**config.mk**
```make
export PLATFORM = sky130hd
export DESIGN_NAME = contador_decada
export DESIGN_NICKNAME = d
export VERILOG_FILES = /design/src/rtl/contador_decada_pkg.sv /design/src/rtl/decod7seg.sv /design/src/rtl/contador_decada.sv
export SDC_FILE = /design/constraint.sdc
export NUM_CORES = 1
export LEC_CHECK = 0
export ABC_CLOCK_PERIOD_IN_PS = 5000
export BUFFER_PORTS_ARGS = -buffer_cell sky130_fd_sc_hd__buf_4
export CAP_MARGIN = 20
export CORE_UTILIZATION = 57
export DETAILED_ROUTE_END_ITERATION = 8
export PLACE_DENSITY = 0.86
export SKIP_CTS_REPAIR_TIMING = 1
export SLEW_MARGIN = 10
export SYNTH_ARGS = -nofsm -noshare
export SYNTH_HDL_FRONTEND = slang
export SYNTH_SLANG_ARGS = --single-unit
```
**constraint.sdc**
```tcl
create_clock -name CLOCK_50 -period 5 [get_ports CLOCK_50]
set_input_delay 1.25 -clock CLOCK_50 [delete_from_list [all_inputs] [get_ports CLOCK_50]]
set_output_delay 1.25 -clock CLOCK_50 [all_outputs]
set_load 0.02 [all_outputs]
```
**src/rtl/contador_decada_pkg.sv**
```systemverilog
// Shared constants for the decade counter: BCD limits, FSM encoding and
// active-low 7-segment patterns ({g,f,e,d,c,b,a}).
package contador_decada_pkg;

  localparam logic [3:0] BCD_MAX = 4'd9;
  localparam logic [3:0] BCD_MIN = 4'd0;

  typedef enum logic {
    ST_STOP = 1'b0,
    ST_RUN  = 1'b1
  } state_t;

  localparam logic [6:0] SEG_0     = 7'b1000000;
  localparam logic [6:0] SEG_1     = 7'b1111001;
  localparam logic [6:0] SEG_2     = 7'b0100100;
  localparam logic [6:0] SEG_3     = 7'b0110000;
  localparam logic [6:0] SEG_4     = 7'b0011001;
  localparam logic [6:0] SEG_5     = 7'b0010010;
  localparam logic [6:0] SEG_6     = 7'b0000010;
  localparam logic [6:0] SEG_7     = 7'b1111000;
  localparam logic [6:0] SEG_8     = 7'b0000000;
  localparam logic [6:0] SEG_9     = 7'b0010000;
  localparam logic [6:0] SEG_BLANK = 7'b1111111;

endpackage

```
**src/rtl/decod7seg.sv**
```systemverilog
// BCD to active-low 7-segment decoder; non-BCD codes blank the digit.
module decod7seg
  import contador_decada_pkg::*;
(
  input  logic [3:0] bcd,
  output logic [6:0] seg
);

  always_comb begin
    seg = SEG_BLANK;
    case (bcd)
      4'd0:    seg = SEG_0;
      4'd1:    seg = SEG_1;
      4'd2:    seg = SEG_2;
      4'd3:    seg = SEG_3;
      4'd4:    seg = SEG_4;
      4'd5:    seg = SEG_5;
      4'd6:    seg = SEG_6;
      4'd7:    seg = SEG_7;
      4'd8:    seg = SEG_8;
      4'd9:    seg = SEG_9;
      default: seg = SEG_BLANK;
    endcase
  end

endmodule

```
**src/rtl/contador_decada.sv**
```systemverilog
// Cascaded BCD up/down counter stepped by rising edges of novo_clock sampled in
// the CLOCK_50 domain. Define CONTADOR_HEX_EN to add the 7-segment hex output.
module contador_decada
  import contador_decada_pkg::*;
#(
  parameter int unsigned NUM_DIGITS = 2
)
(
  input  logic                    CLOCK_50,
  input  logic                    reset,
  input  logic                    novo_clock,
  input  logic                    start,
  input  logic                    stop,
  input  logic                    clear,
  input  logic                    up,
  output logic [4*NUM_DIGITS-1:0] bcd,
  output logic                    carry_out,
  output logic                    running
`ifdef CONTADOR_HEX_EN
  ,
  output logic [7*NUM_DIGITS-1:0] hex
`endif
);

  logic s1, s2, prev, tick;
  state_t state, state_nxt;
  logic step;
  logic [4*NUM_DIGITS-1:0] digit_nxt;
  logic [NUM_DIGITS:0]     ripple;

  // novo_clock is asynchronous: two-flop synchronizer plus edge detector
  always_ff @(posedge CLOCK_50 or posedge reset) begin
    if (reset) begin
      s1   <= 1'b0;
      s2   <= 1'b0;
      prev <= 1'b0;
    end else begin
      s1   <= novo_clock;
      s2   <= s1;
      prev <= s2;
    end
  end

  assign tick = s2 & ~prev;

  always_ff @(posedge CLOCK_50 or posedge reset) begin
    if (reset) state <= ST_STOP;
    else       state <= state_nxt;
  end

  always_comb begin
    state_nxt = state;
    case (state)
      ST_STOP: if (start && !stop) state_nxt = ST_RUN;
      ST_RUN:  if (stop)           state_nxt = ST_STOP;
      default:                     state_nxt = ST_STOP;
    endcase
  end

  always_comb begin
    running = (state == ST_RUN);
  end

  assign step = tick & (state == ST_RUN) & ~clear;

  // Ripple chain: ripple[i] enables digit i, ripple[NUM_DIGITS] is the wrap
  always_comb begin
    logic [3:0] cur;
    ripple    = '0;
    ripple[0] = step;
    digit_nxt = bcd;
    for (int unsigned i = 0; i < NUM_DIGITS; i++) begin
      cur = bcd[4*i +: 4];
      if (ripple[i]) begin
        if (up) begin
          if (cur >= BCD_MAX) begin
            digit_nxt[4*i +: 4] = BCD_MIN;
            ripple[i+1]         = 1'b1;
          end else begin
            digit_nxt[4*i +: 4] = cur + 4'd1;
          end
        end else begin
          if (cur == BCD_MIN || cur > BCD_MAX) begin
            digit_nxt[4*i +: 4] = BCD_MAX;
            ripple[i+1]         = 1'b1;
          end else begin
            digit_nxt[4*i +: 4] = cur - 4'd1;
          end
        end
      end
    end
  end

  always_ff @(posedge CLOCK_50 or posedge reset) begin
    if (reset) carry_out <= 1'b0;
    else       carry_out <= ripple[NUM_DIGITS];
  end

  for (genvar g = 0; g < NUM_DIGITS; g++) begin : g_digit
    logic [3:0] digit_q;

    always_ff @(posedge CLOCK_50 or posedge reset) begin
      if (reset)      digit_q <= BCD_MIN;
      else if (clear) digit_q <= BCD_MIN;
      else            digit_q <= digit_nxt[4*g +: 4];
    end

    assign bcd[4*g +: 4] = digit_q;

`ifdef CONTADOR_HEX_EN
    decod7seg u_decod7seg (
      .bcd (digit_q),
      .seg (hex[7*g +: 7])
    );
`endif
  end

endmodule

```
# Yosys cells after proc, flatten, opt, wreduce, memory -nomap -nowiden
# Index checks and enable logic that the tools add are counted.
[totals]
regBits = 13
inputBits = 7
output_inout_bits = 10
wordCells = 50
[classes]
n_addsub = 4
order_cmp = 4
n_mux = 21
bitwise = 6
reduce_logical = 8
[ops]
columns = ["op", "count"]
rows = [
  ["$mux 4", 10],
  ["$mux 1", 10],
  ["$add 4x1->4 const B", 2],
  ["$ge 4x4->1 const B", 2],
  ["$gt 4x4->1 const B", 2],
  ["$logic_not 4->1", 2],
  ["$sub 4x1->4 const B", 2],
  ["$reduce_bool 2->1", 2],
  ["$and 1x1->1", 3],
  ["$not 1->1", 3],
  ["$logic_or 1x1->1", 2],
  ["$pmux 1 s2", 1],
  ["$logic_and 1x1->1", 1],
  ["$logic_not 1->1", 1],
]

# Longest topological paths before layout
# Gate-level depths: netlist of run 1.
[depth]
word_depth = 7
mapped_depth = 7
mapped_depth_nobuf = 7

# Worst setup path before layout of run 1
# Ideal clock, no wire load.
[synth_path]
kind = "input-to-reg"
startpoint = "input up"
endpoint = "register g_digit[1].digit_q[0]"
setup_ps = 116
arrival_ps = 2335
slack_ps = 2550
cell_stages = 5
cell_sequence = "buf_2 > nand3_1 > a311o_1 > a311o_1 > o311ai_0"
[synth_between]
elab_chain_len = 3
elab_cells_between_ends = 6
cone_classes = "mux (5); reduce/logical (1)"
[synth_lines]
columns = ["element", "line_no", "text"]
rows = [
  ["start, declared", "contador_decada.sv:15", "input logic up,"],
  ["$mux 4 / $mux 1 (equally long branches)", "contador_decada.sv:75", "if (up) begin"],
  ["$mux 4 / $mux 1 (equally long branches)", "contador_decada.sv:74", "if (ripple[i]) begin"],
  ["$mux 4 / $reduce_bool 2->1 (equally long branches)", "-", ""],
  ["end signal, assigned", "contador_decada.sv:105", "else digit_q <= digit_nxt[4*g +: 4];"],
  ["end, declared", "contador_decada.sv:100", "logic [3:0] digit_q;"],
]
# Parallel ways exist; a longest one is shown, timed or not. The select of a mux whose other input is x is not followed.
# A chain may end at the register's enable or synchronous reset.

# Final worst setup path of run 1
[layout_path]
startpoint = "input up"
endpoint = "register g_digit[1].digit_q[3]"
# The elaborated chain is that of the path after synthesis.

==> metrics.md, run 1 <==
| Metric | Value |
|---|---|
| Status | `completed` |
| CTS tree | `done` |
| Antenna-violating nets left | `0` |
| R2R setup slack | `2.77 ns` |
| Fillers | `105` |
| Share of layout cells above drive strength 1 | `0.193` |
| Final core occ | `0.760` |
| Critical path arrival | `2.58 ns` |
| Synth top area share | `0.367` |
| Max frequency | `411 MHz` |
| Design Power | `0.218 mW` |
| First-pass GRT wire length | `3060 microns` |
| Synthesized net count | `112` |
| Seq/Total Area, Yosys | `0.367` |
| Crit path launch | `up` |
| Syn avg cell area | `9.15 sq um` |
| H-Tree Depth | `1` |
| Post-Route WL | `1890 microns` |
| Worst slew pin tran | `0.584 ns` |
| Drt pass-1 iters | `4` |
| DP Wirelength | `1350 microns` |
| All-layer global routing usage | `0.231` |
| Max cap viols | `0` |
| Vias in the first global route | `707` |
| Routed length per placed instance | `14.6 microns` |
| Global route total overflow | `0` |
| Headroom to the max-slew limit | `0.608` |
| Total CTS buffers | `3` |
| Min-delay worst type | `reg2reg` |
| GP Congestion | `0.853` |
| Crit path launch type | `input pin` |
| P per Cell Area | `210 nW/um^2` |
| Comb pwr share | `0.183` |
| TNS Setup | `0 ns` |
| Core area | `1370 sq um` |
| Net Switching | `0.0612 mW` |
| Residual DRC | `0` |
| Area leader, netlist | `dfrtp_1` |
| Layout Area Growth over Synthesis | `17.1%` |
| Die X | `41.5 microns` |
| Crit path kind | `in2reg` |
| Via count | `798` |
| Worst-path clk slew | `0.08 ns` |
| Async set-reset flop share out of synthesis | `1.00` |
| Clk pwr share | `0.297` |
| Worst setup EP type | `register` |
| Fin crit share | `0.487` |
| Hold_sp | `s1` |
| Die footprint | `1720 sq um` |
| Die Height | `41.5 microns` |
| Synth cell count leaders | `dfrtp_1, nor2_1, ha_1` |
| Crit Path Max Fanout | `20` |
| Starting DRT DRC Count | `14` |
| Initial core utilization | `0.649` |
| RSZ-0062 raised after global routing | `no` |
| Fin crit period | `2.43 ns` |
| Top cells by area, synth | `dfrtp_1, ha_1, nor2_1, nand3_1, o21ai_0` |
| Critical Path Sink | `g_digit[1].digit_q[3]` |
| Final nets | `130` |
| Synth cell types | `38` |
| Drt via density | `6.19` |
| PortBufs | `16` |
| Net Sw Frac | `0.281` |
| Antenna cells | `0` |
| Clock buffer depth | `2` |
| Initial antenna violation count | `0` |
| Register share of total power | `0.520` |
| Maximum vdd drop | `0.000143 V` |
| CTS root buffer | `clkbuf_4` |
| Syn. warnings | `0` |
| CTS Sinks | `13` |
| Critical Path RT | `5.14 ns` |
| Leak pwr | `0.499 nW` |
| Final setup viols | `0` |
| Clk_lat worst skew | `0.28 ns` |
| FF-to-FF path depth | `7` |
| Most frequent cell after synthesis | `dfrtp_1` |
| FF-to-FF End | `g_digit[1].digit_q[3]` |
| Post-Syn Instances | `97` |
| Clock Skew | `0.00143 ns` |
| Post-synth EDFFs | `0` |
| Endpoints failing hold | `0` |
| # IOs | `17` |
| #FFs+latches synth | `13` |
| RR Startpoint | `g_digit[0].digit_q[0]` |
| Mapped Area | `887 sq um` |
| Top_reg_cell synth | `dfrtp_1` |
| Pint | `0.156 mW` |
| Largest net degree at the start of global routing | `21` |
| Row cnt | `13` |
| Max Transition Viols Final | `0` |
worst min-delay path by stage:
stage / end / slack (ns) / cells after the start
3_5_place_dp: s2 / 0.35 / 0
6_report: s2 / 0.37 / 0
2_1_floorplan: s2 / 0.33 / 0
4_1_cts: s2 / 0.37 / 0
5_1_grt: s2 / 0.38 / 0
3_3_place_gp: s2 / 0.34 / 0
power groups by stage:
stage	Clock [mW]	Combinational [mW]	Sequential, mW
after floorplan	0	0.0246	0.116
after global placement	0	0.0382	0.115
after detailed placement	0	0.0389	0.115
after CTS	0.0671	0.0394	0.113
after global routing	0.0707	0.0436	0.114
final	0.0647	0.0397	0.113
state kept, by name, summed over array words and instances (netlist names):
signal / cells
g_digit.digit_q: 8
carry_out: 1
prev: 1
running: 1
s1: 1
s2: 1
cell families after synthesis:
logic type	count (synthesis)	share of synthesized area
AOI/OAI and AO/OA	29	0.250
xor gates and xnor gates	2	0.0197
adders and majority gates	8	0.113
buffers and inverters	9	0.0409
DFF	13	0.367
muxes	2	0.0226
and+or+nand+nor	34	0.188
through the flow:
stage | std cells | worst slack (ns) | area [sq um] | hold WS, ns
6_report | 129 | 2.57 | 1040 | 0.367
5_1_grt | 129 | 2.49 | 1040 | 0.376
4_1_cts | 129 | 2.64 | 1040 | 0.372
3_5_place_dp | 125 | 2.41 | 1010 | 0.354
3_3_place_gp | 125 | 2.40 | 1010 | 0.341
2_1_floorplan | 97 | 2.55 | 887 | 0.331
metal layers:
layer	vias up	GRT usage	wire length, microns
met5	-	0	0
met3	3	0.0391	130
met2	41	0.353	886
li1	386	-	-
met4	0	0.0968	22
met1	368	0.322	850
layout by cell type (no fill, tap or decap):
cell type and n:
a2111oi_0 1, and3_1 1, xnor2_1 1, a22o_2 1, nand3b_1 3, inv_1 6
xor2_1 1, nand2_1 5, clkbuf_4 3, a311oi_1 1, nor2_1 12, nand3_1 5
or3b_1 1, o22a_1 1, o21ai_2 1, a211o_1 1, a21oi_1 3, buf_4 16
a31oi_1 1, clkbuf_1 1, a21o_1 1, o211ai_1 1, a311o_1 2, o21bai_1 3
o21ai_0 5, a221oi_1 1, nand2b_1 2, and2_1 1, mux2i_1 2, dfrtp_1 13
nor2b_1 1, a311oi_2 1, a22o_1 1, o311ai_0 1, a22oi_1 1, o31ai_1 1
nor3_1 3, ha_1 8, a211oi_1 1
critical path: stages:
cell and delay [ns]:
buf_4 0.22, nand3_1 0.13, a311o_1 0.45, a2111oi_0 0.41, nor3_1 0.10
area by class of cell:
class | instances | area (sq um) | area share
Timing Repair Buffer | 16 | 120 | 0.116
Multi-Input combinational cell | 75 | 526 | 0.506
Clock buffer | 4 | 26.3 | 0.0253
Inverter | 6 | 22.5 | 0.0217
Sequential cell | 13 | 325 | 0.313
Tap cell | 15 | 18.8 | 0.0181
Power figures use the tool's default switching activity.
==> run 2, diff against run 1 <==
- ABC_CLOCK_PERIOD_IN_PS: 5000 -> 2200
- CORE_UTILIZATION: 57 -> 48
- PLACE_DENSITY: 0.86 -> 0.78
- clock period: 5 -> 2.2 ns (I/O delays scaled with it)
==> run 2 against run 1 <==
Effect of this change: cell count is 9.3% higher; largest cell class unchanged; utilization fell by 14 points; die area increased by 18%; total power grew 120%; non-clock buffer count grew 2; clock power rose by 120%; count of clock-buffer cells in the layout unchanged; sequential share of layout area down 0.73 points.
==> metrics.md, run 2 (synthesis results as in run 1) <==
| Metric | Value |
|---|---|
| Total CTS buffers | `3` |
| GP Congestion | `0.866` |
| TNS Setup | `0 ns` |
| Leak pwr | `0.508 nW` |
| Final core occ | `0.618` |
| Core area | `1730 sq um` |
| Post-Route WL | `1790 microns` |
| Layout Area Growth over Synthesis | `20.3%` |
| Endpoints failing hold | `0` |
| First-pass GRT wire length | `2840 microns` |
| Critical Path Sink | `g_digit[1].digit_q[0]` |
| FF-to-FF End | `g_digit[1].digit_q[0]` |
| Die X | `45.0 microns` |
| CTS Sinks | `13` |
| Clk_lat worst skew | `0.27 ns` |
| FF-to-FF path depth | `7` |
| RR Startpoint | `g_digit[0].digit_q[0]` |
| Antenna-violating nets left | `0` |
| Final setup viols | `0` |
| P per Cell Area | `458 nW/um^2` |
| Worst-path clk slew | `0.07 ns` |
| Min-delay worst type | `in2async` |
| Fin crit share | `0.907` |
| PortBufs | `16` |
| CTS root buffer | `clkbuf_4` |
| Initial antenna violation count | `0` |
| Leading cell types in the layout, fill and taps excluded | `buf_4, nor2_1, dfrtp_1` |
| Max Transition Viols Final | `0` |
| Max cap viols | `0` |
| Worst slew pin tran | `0.477 ns` |
| Largest net degree at the start of global routing | `21` |
| Crit Path Max Fanout | `9` |
| Final nets | `132` |
| Starting DRT DRC Count | `20` |
| Met2 Wirelength | `920 microns` |
| Min Hold Slack | `0.288 ns` |
| Residual DRC | `0` |
| Critical Path RT | `2.36 ns` |
| Die Height | `45.0 microns` |
| Clock Skew | `0.00111 ns` |
| Routed length per placed instance | `12.7 microns` |
| Top layer reached by signal wires | `met3` |
| Met1 WL | `792 microns` |
| H-Tree Depth | `1` |
| Max frequency | `501 MHz` |
| Clock buffer depth | `2` |
| Share of layout cells above drive strength 1 | `0.216` |
| Max reg flops | `8` |
| Worst setup EP type | `register` |
| Top reg by flops | `g_digit.digit_q` |
| Metal3 WL | `74 microns` |
| Vias in the first global route | `694` |
| Fin crit period | `2.00 ns` |
| Design Power | `0.489 mW` |
| Commonest non-fill, non-tap cell in the layout | `buf_4` |
| DP Wirelength | `1370 microns` |
| R2R setup slack | `0.20 ns` |
| Drt pass-1 iters | `5` |
| Headroom to the max-slew limit | `0.682` |
| All-layer global routing usage | `0.195` |
| Via count | `775` |
| RSZ-0062 raised after global routing | `no` |
| Row cnt | `15` |
| Status | `completed` |
| Die footprint | `2020 sq um` |
| Maximum vdd drop | `0.000583 V` |
| # IOs | `17` |
| Antenna cells | `0` |
| Initial core utilization | `0.514` |
| Global route total overflow | `0` |
| Crit path launch type | `register` |
| Critical path arrival | `2.15 ns` |
| Crit path launch | `g_digit[0].digit_q[0]` |
| Drt via density | `5.50` |
| CTS tree | `done` |
| Crit path kind | `reg2reg` |
-- run 2: cell types whose count changed in the layout (fill, tap and decap cells not counted), sizes merged --
cell  previous run  this run
buf             16        18
-- run 2: metal layers --
layer	vias to the layer above	GRT usage
met5	-	0
met4	0	0.0182
met3	0	0.0720
met2	19	0.359
met1	362	0.221
li1	394	-
-- run 2: worst max-delay path, stage by stage, from the launching register on --
cell	delay, ns
dfrtp_2	0.44
inv_1	0.08
ha_1	0.23
o21bai_1	0.24
nand2_1	0.11
a311o_1	0.34
a311o_1	0.33
o311ai_0	0.10
-- run 2: final cells by class --
class,instances,area (sq um)
clock buffers,4,26.3
fillers,168,659
inverters,6,22.5
multi-input cells,75,526
flip-flops and latches,13,327
well taps,25,31.3
repair buffers,18,135
-- run 2: worst min-delay path by stage --
stage,start,to,cells past startpoint
after floorplan,s1,s2,0
final,reset,running,2
after global placement,s1,s2,0
after detailed placement,s1,s2,0
after global routing,reset,g_digit[0].digit_q[2],2
after CTS,reset,prev,2
-- run 2: power breakdown --
group / switching, mW / total (mW) / leakage [nW] / internal [mW]
Clock: 0.0720 / 0.142 / 0.0150 / 0.0704
Sequential: 0.00948 / 0.256 / 0.171 / 0.247
Combinational: 0.0511 / 0.0903 / 0.322 / 0.0392
-- run 2: stage by stage --
| step | worst slack (ns) | instances | cell area [sq um] |
|---|---|---|---|
| after floorplan | 0.217 | 97 | 887 |
| after global placement | 0.250 | 137 | 1040 |
| after detailed placement | 0.157 | 137 | 1040 |
| after CTS | 0.139 | 141 | 1070 |
| after global routing | 0.0784 | 141 | 1070 |
| final | 0.205 | 141 | 1070 |
